==> src/rtl/serial_neg_pkg.sv <==
// ============================================================================
// serial_neg_pkg
// Shared mode encodings, FSM state type and counter-width helper.
// Rev 1.0
// ============================================================================
`default_nettype none

package serial_neg_pkg;

  localparam logic [1:0] MODE_PASS = 2'd0;
  localparam logic [1:0] MODE_ONES = 2'd1;
  localparam logic [1:0] MODE_TWOS = 2'd2;
  localparam logic [1:0] MODE_INC  = 2'd3;

  // PRE is SEEK (TWOS) or CARRY (INC); POST is INVERT or COPY.
  typedef enum logic {
    ST_PRE  = 1'b0,
    ST_POST = 1'b1
  } seen_e;

  function automatic int cnt_width(input int w);
    return $clog2(w);
  endfunction

endpackage

`default_nettype wire

==> src/rtl/serial_word_framer.sv <==
// ============================================================================
// serial_word_framer
// Bit-position counter for W-bit serial words with sync resynchronisation.
// Rev 1.0
// ============================================================================
`default_nettype none

module serial_word_framer
  import serial_neg_pkg::*;
#(
  parameter  int W  = 8,
  localparam int CW = cnt_width(W)
) (
  input  logic          clk,
  input  logic          reset,
  input  logic          in_valid_i,
  input  logic          sync_i,
  output logic [CW-1:0] pos_o,
  output logic          first_o,
  output logic          last_o
);

  localparam logic [CW-1:0] C_LAST = CW'(W - 1);

  logic [CW-1:0] cnt_q;
  logic [CW-1:0] cnt_d;
  logic [CW-1:0] w_pos;

  always_comb begin
    w_pos   = (sync_i && in_valid_i) ? '0 : cnt_q;
    cnt_d   = cnt_q;
    if (in_valid_i) begin
      cnt_d = (w_pos == C_LAST) ? '0 : w_pos + CW'(1);
    end
    pos_o   = w_pos;
    first_o = in_valid_i && (w_pos == '0);
    last_o  = in_valid_i && (w_pos == C_LAST);
  end

  always_ff @(posedge clk or posedge reset) begin
    if (reset) begin
      cnt_q <= '0;
    end else begin
      cnt_q <= cnt_d;
    end
  end

endmodule

`default_nettype wire

==> src/rtl/serial_word_negator.sv <==
// ============================================================================
// serial_word_negator
// LSB-first serial PASS / ONES / TWOS / INC converter with overflow flag.
// Rev 1.0
// ============================================================================
`default_nettype none

module serial_word_negator
  import serial_neg_pkg::*;
#(
  parameter int W = 8
) (
  input  logic       clk,
  input  logic       reset,
  input  logic       in,
  input  logic       in_valid,
  input  logic       sync,
  input  logic [1:0] mode,
  output logic       out,
  output logic       out_valid,
  output logic       out_last,
  output logic       ovf
);

  localparam int CW = cnt_width(W);

  logic [CW-1:0] w_pos;
  logic          w_first;
  logic          w_last;

  serial_word_framer #(.W(W)) u_framer (
    .clk        (clk),
    .reset      (reset),
    .in_valid_i (in_valid),
    .sync_i     (sync),
    .pos_o      (w_pos),
    .first_o    (w_first),
    .last_o     (w_last)
  );

  logic [1:0] mode_q, mode_d;
  seen_e      seen_q, seen_d;
  logic       prefix_q, prefix_d;

  logic [1:0] w_mode;
  seen_e      w_seen, w_seen_n;
  logic       w_prefix, w_prefix_n;
  logic       w_bit, w_ovf_raw, w_act;

  always_comb begin
    // At bit 0 the word-scoped state restarts before this bit is evaluated.
    w_mode     = w_first ? mode : mode_q;
    w_seen     = w_first ? ST_PRE : seen_q;
    w_prefix   = w_first | prefix_q;
    w_bit      = in;
    w_seen_n   = w_seen;
    w_prefix_n = w_prefix;
    w_ovf_raw  = 1'b0;
    case (w_mode)
      MODE_PASS: w_bit = in;
      MODE_ONES: w_bit = ~in;
      MODE_TWOS: begin
        w_bit      = (w_seen == ST_POST) ? ~in : in;
        w_seen_n   = in ? ST_POST : w_seen;
        w_prefix_n = w_prefix & ~in;
        w_ovf_raw  = w_prefix & in;
      end
      MODE_INC: begin
        w_bit      = (w_seen == ST_PRE) ? ~in : in;
        w_seen_n   = in ? w_seen : ST_POST;
        w_prefix_n = w_prefix & in;
        w_ovf_raw  = w_prefix & ~in;
      end
      default: w_bit = in;
    endcase

    mode_d   = w_first ? mode : mode_q;
    seen_d   = in_valid ? w_seen_n : seen_q;
    prefix_d = in_valid ? w_prefix_n : prefix_q;

    // Outputs are forced quiet while reset is asserted, not just after it.
    w_act     = in_valid && !reset;
    out       = w_act && w_bit;
    out_valid = w_act;
    out_last  = w_act && w_last;
    ovf       = w_act && w_last && w_ovf_raw;
  end

  always_ff @(posedge clk or posedge reset) begin
    if (reset) begin
      mode_q   <= MODE_PASS;
      seen_q   <= ST_PRE;
      prefix_q <= 1'b1;
    end else begin
      mode_q   <= mode_d;
      seen_q   <= seen_d;
      prefix_q <= prefix_d;
    end
  end

endmodule

`default_nettype wire

==> config.mk <==
export PLATFORM = sky130hd
export DESIGN_NAME = serial_word_negator
export DESIGN_NICKNAME = d
export VERILOG_FILES = /design/src/rtl/serial_neg_pkg.sv /design/src/rtl/serial_word_framer.sv /design/src/rtl/serial_word_negator.sv
export SDC_FILE = /design/constraint.sdc
export NUM_CORES = 1
export LEC_CHECK = 0
export BUFFER_PORTS_ARGS = -buffer_cell sky130_fd_sc_hd__clkbuf_2
export CORE_AREA = 2 2 39 41
export DETAILED_ROUTE_END_ITERATION = 12
export DIE_AREA = 0 0 41 43
export MAX_ROUTING_LAYER = met4
export PLACE_DENSITY = 0.64
export SKIP_LAST_GASP = 1
export SYNTH_ARGS = -nofsm -noshare
export SYNTH_HDL_FRONTEND = slang
export SYNTH_HIERARCHICAL = 1
export SYNTH_SLANG_ARGS = --single-unit
==> constraint.sdc <==
create_clock -name clk -period 1.8 [get_ports clk]
set_clock_uncertainty 0.1 [all_clocks]
set_input_delay 0.27 -clock clk [delete_from_list [all_inputs] [get_ports clk]]
set_output_delay 0.27 -clock clk [all_outputs]
set_load 0.005 [all_outputs]
== Word level (Yosys, flattened, before mapping) ==
Cells that the tools add are included.
Cells by class
  reductions and logical operators: 10
  shift operators: 0
  $add $sub $neg: 1
  divide/modulo/power cells: 0
  bitwise logic cells: 4
  equality and inequality tests: 4
  mux-type cells: 12
  magnitude comparators: 0
  $mul: 0
Operators with widths (number)
  1-bit logical AND: 7
  3-bit two-way mux: 2
  1-bit one-hot mux with 2 select lines: 3
  1-bit two-way mux: 5
  2-bit == test (second input constant): 2
  1-bit one-hot mux with 4 select lines: 1
  3-bit by 1-bit adder with 3-bit output (second input constant): 1
  3-bit == test (second input constant): 1
  3-bit zero test: 1
  1-bit AND: 2
  2-bit by 1-bit == test with 1-bit output (second input constant): 1
  2-bit zero test: 1
  2-bit two-way mux: 1
  1-bit zero test: 1
  1-bit inverter: 1
  1-bit bitwise OR: 1
Word-level totals
  word-level logic and storage cells: 35
  bits in read-only memories: 0
  bits of input ports: 7
  bits in writable memories: 0
  bits in registers: 7
  memories: 0
  bits in latches: 0

== Logic depth before layout (Yosys ltp) ==
  word-level depth: 8
  gate-level depth with buffers: 10
  depth with buffers taken out: 9

== Modules after synthesis ==
Netlist, hierarchy kept.
Modules (own cells, without submodules)
  serial_word_negator: seq. area each 101.3 µm², instances 1, area each 302.8 µm², cells an instance 30
  serial_word_framer: seq. area each 75.1 µm², instances 1, area each 206.4 µm², cells an instance 22

== Worst setup path before layout ==
No wires, ideal clock.
  path kind: register to output
  from: register u_framer.cnt_q[0]
  to: output out
  cell stages (with the launch flop): 10
  path slack: -0.180 ns
  required time: 1.430 ns
  arrival: 1.610 ns
  cells stage by stage: dfrtp_1 nand2_1 ha_1 nand2_1 a21oi_1 buf_6 nand2b_1 ha_1 mux2i_1 mux2i_1
On the way
  longest elaborated chain between the ends: 7
RTL lines
  start: declaration: RTL line serial_word_framer.sv:25  | logic [CW-1:0] cnt_q;
  start signal: assignment: RTL line serial_word_framer.sv:44  | cnt_q <= cnt_d;
  3-bit two-way mux (*): RTL line serial_word_framer.sv:30  | w_pos = (sync_i && in_valid_i) ? '0 : cnt_q;
  3-bit zero test (*): RTL line serial_word_framer.sv:36  | first_o = in_valid_i && (w_pos == '0);
  1-bit logical AND (*): RTL line serial_word_framer.sv:36
  via w_first: RTL line serial_word_negator.sv:28  | logic w_first;
  2-bit two-way mux or 1-bit two-way mux (tied branches)
  2-bit == test (tied with other cells): RTL line serial_word_negator.sv:59  | case (w_mode)
  1-bit one-hot mux with 4 select lines (*): RTL line serial_word_negator.sv:59
  1-bit logical AND (*): RTL line serial_word_negator.sv:83  | out = w_act && w_bit;
  end: declaration: RTL line serial_word_negator.sv:19  | output logic out,
Mark *: on every way through the listed nets, which the timed path passes. The rest lies on a longest branch.

== Worst setup path in the final report ==
  from: register u_framer.cnt_q[1]
  to: output out
Same word-level chain as after synthesis.

==> out/metrics.cfg <==
[final_layout]
fin_nets=94
drive_gt1_frac=0.580
finalNonFillerCells=97
design_area_um2=805
synthToLayoutAreaGrowth_pct=58.0
antenna_cells=0

[timing]
final.min_clock_period_ns=2.34
post-route-period-util=1.30
tns_ns=-1.37
setup_viol=4
max_freq_mhz=428
slew_headroom=0.839
setup_slack_ns=-0.537
rsz0062_at_grt=yes
worstMarginPinSlew_ns=0.241
slew_violations=0
finalHoldViolations=0

[clocking]
worstSkewPairLatency_ns=0.26
clkTransAtPathRegs_ns=0.06
htreeDepth=1
cts_root_buf=clkbuf_4
numCtsBuffers=3
cts_tree=yes
clkSinkCount=7
cts_buffer_depth=2

[global_route]
grt_pass1_wl_mm=1.66
overflow=0
grt_use_total=0.145
grt_pass1_vias=413
antenna_found_initial=0
grt_max_degree=12

[floorplan]
row_count=14
ioPinCount=11
die_height_um=43
die_area_mm2=0.00176
core_area_mm2=0.00138
die_width_um=41
initial_utilization=0.368

[logic_synthesis]
synth_edf_count=0
syn_area_per_cell_um2=9.79
synthFlopType=dfrtp_1
ys_types=22
ys_top_cells_by_count=dfrtp_1 (6), inv_1 (6), nand2_1 (6)
synth_seq_cells=7
yosysTopAreaCell=dfrtp_1
syn_nets=64
synth_area_um2=509
netlist.area_leader.share=0.295
synth-async-reset-ratio=1.00
seq_area_frac_synth=0.346
ys_warn_count=6
syn_inst=52
synthTopCellsByArea=dfrtp_1 (29%), ha_1 (12%), mux2i_1 (5.9%), dfstp_2 (5.2%), and2_1 (4.9%)

[critical_path]
critPathTopFamily=multiplexers
critPathRequiredTime_ns=1.43
max_stage_delay_ns=0.38
r2r_slack_ns=-0.25
criticalPathCategory=reg -> out
critPathCaptureType=output port
arrival_ns=1.97
critPathMaxFanout=4
slowest_stage=dfrtp_1
crit_path_start_kind=register
critPathBufInv=1
crit_path_cell_trace=nand2_1 > ha_2 > nand2_2 > a21oi_4 > mux2_4 > mux2i_2 > mux2i_1 > buf_2

[placed_design]
gp_congestion=0.688
io_buffer_count=10
pre_cts_slack_ns=-0.398
numPlacedInstances=87
dp_hpwl_um=796
dpl_cell_area_um2=654

[pwr]
p_total_uw=940
peakVddDrop_mv=0.505
power_density_mw_per_mm2=1170
leakage_uw=0.000412

[route]
remaining_drc_errors=0
avgRoutedWirePerCell_um=11.5
drtIter0Drc=11
routed_wirelength_mm=1.11
drtAntennaViolNets=0
first_pass_iters=4
routed_via_density=4.54
vias=440

[outcome]
outcome=finished, violations left
violations=setup timing

[worst_hold_path]
hold_class=in -> reg

[run]
cap_violations=0

final cells by class:
| cell class | instances | area [µm²] |
|---|---|---|
| flip-flops and latches | 7 | 176 |
| well taps | 16 | 20.0 |
| fillers | 124 | 579 |
| inverters | 6 | 22.5 |
| clock inverters | 1 | 5.00 |
| clock buffers | 3 | 22.5 |
| multi-input cells | 38 | 374 |
| repair buffers | 26 | 184 |
sequential cells by signal, indices dropped and copies added (netlist names):
signal	count
seen_q	1
mode_q	2
prefix_q	1
u_framer/cnt_q	3
report_power, final:
part / internal (µW) / total (µW) / switching [µW]
combinational: 304 / 500 / 196
sequential: 235 / 295 / 59.5
clock: 81.5 / 146 / 64.1
total: 621 / 940 / 319
stage by stage:
stage,hold WS [ns],utilization
floorplan,-0.0764,-
global placement,0.0546,0.473
detailed placement,0.0619,0.473
CTS,0.219,0.564
global route,0.235,0.581
finish,0.235,0.581
cells by family (layout without fill, tap and decap cells):
| group | count (synthesis) | count (layout) | share of synthesized area |
|---|---|---|---|
| flip-flops | 7 | 7 | 0.346 |
| buffers and inverters | 7 | 36 | 0.0663 |
| AND/OR/NAND/NOR | 16 | 16 | 0.165 |
| multiplexers | 7 | 7 | 0.160 |
| AO/OA/AOI/OAI | 8 | 8 | 0.106 |
| adder cells (fa/ha/maj) | 5 | 5 | 0.123 |
| XOR/XNOR | 2 | 2 | 0.0344 |
final timing paths:
kind | startpoint | endpoint | cells after the start
setup / recovery | u_framer/cnt_q[1]$_DFFE_PP0P_ | out | 8
hold / removal | mode[0] | mode_q[0]$_DFF_PP0_ | 3
setup reg to reg | u_framer/cnt_q[1]$_DFFE_PP0P_ | seen_q$_DFFE_PP0P_ | 10
hold reg to reg | u_framer/cnt_q[1]$_DFFE_PP0P_ | u_framer/cnt_q[1]$_DFFE_PP0P_ | 1
max in group asynchronous | reset | prefix_q$_DFFE_PP1P_ | 3
min in group asynchronous | reset | u_framer/cnt_q[1]$_DFFE_PP0P_ | 3
repair_timing:
item,CTS,global route
endpoints found under the hold margin,7,0
gates cloned,0,0
gates resized for setup,12,5
buffers inserted,3,3
hold buffers,1,0
pin swaps,3,3
setup endpoints to repair,4,4
layout by cell type, fill, tap and decap left out, drive strengths merged, types with 2 or more instances in the layout:
cell	netlist	layout
a21oi	4	4
and2	5	5
buf	1	16
clkbuf	0	12
dfrtp	6	6
ha	5	5
inv	6	6
mux2	3	3
mux2i	4	4
nand2	7	7
nor2b	2	2
xnor2	2	2
layer usage:
metal	up-vias	global-route usage	part of all wire
li1	231	-	-
met1	199	0.171	0.44
met2	10	0.219	0.52
met3	0	0.0314	0.035
met4	0	0.0800	0
met5	-	-	0
worst min-delay path, stage by stage:
cell	delay [ns]
clkbuf_2	0.12
mux2i_4	0.09
inv_1	0.07
No activity file was read; power rests on OpenSTA's default activity.
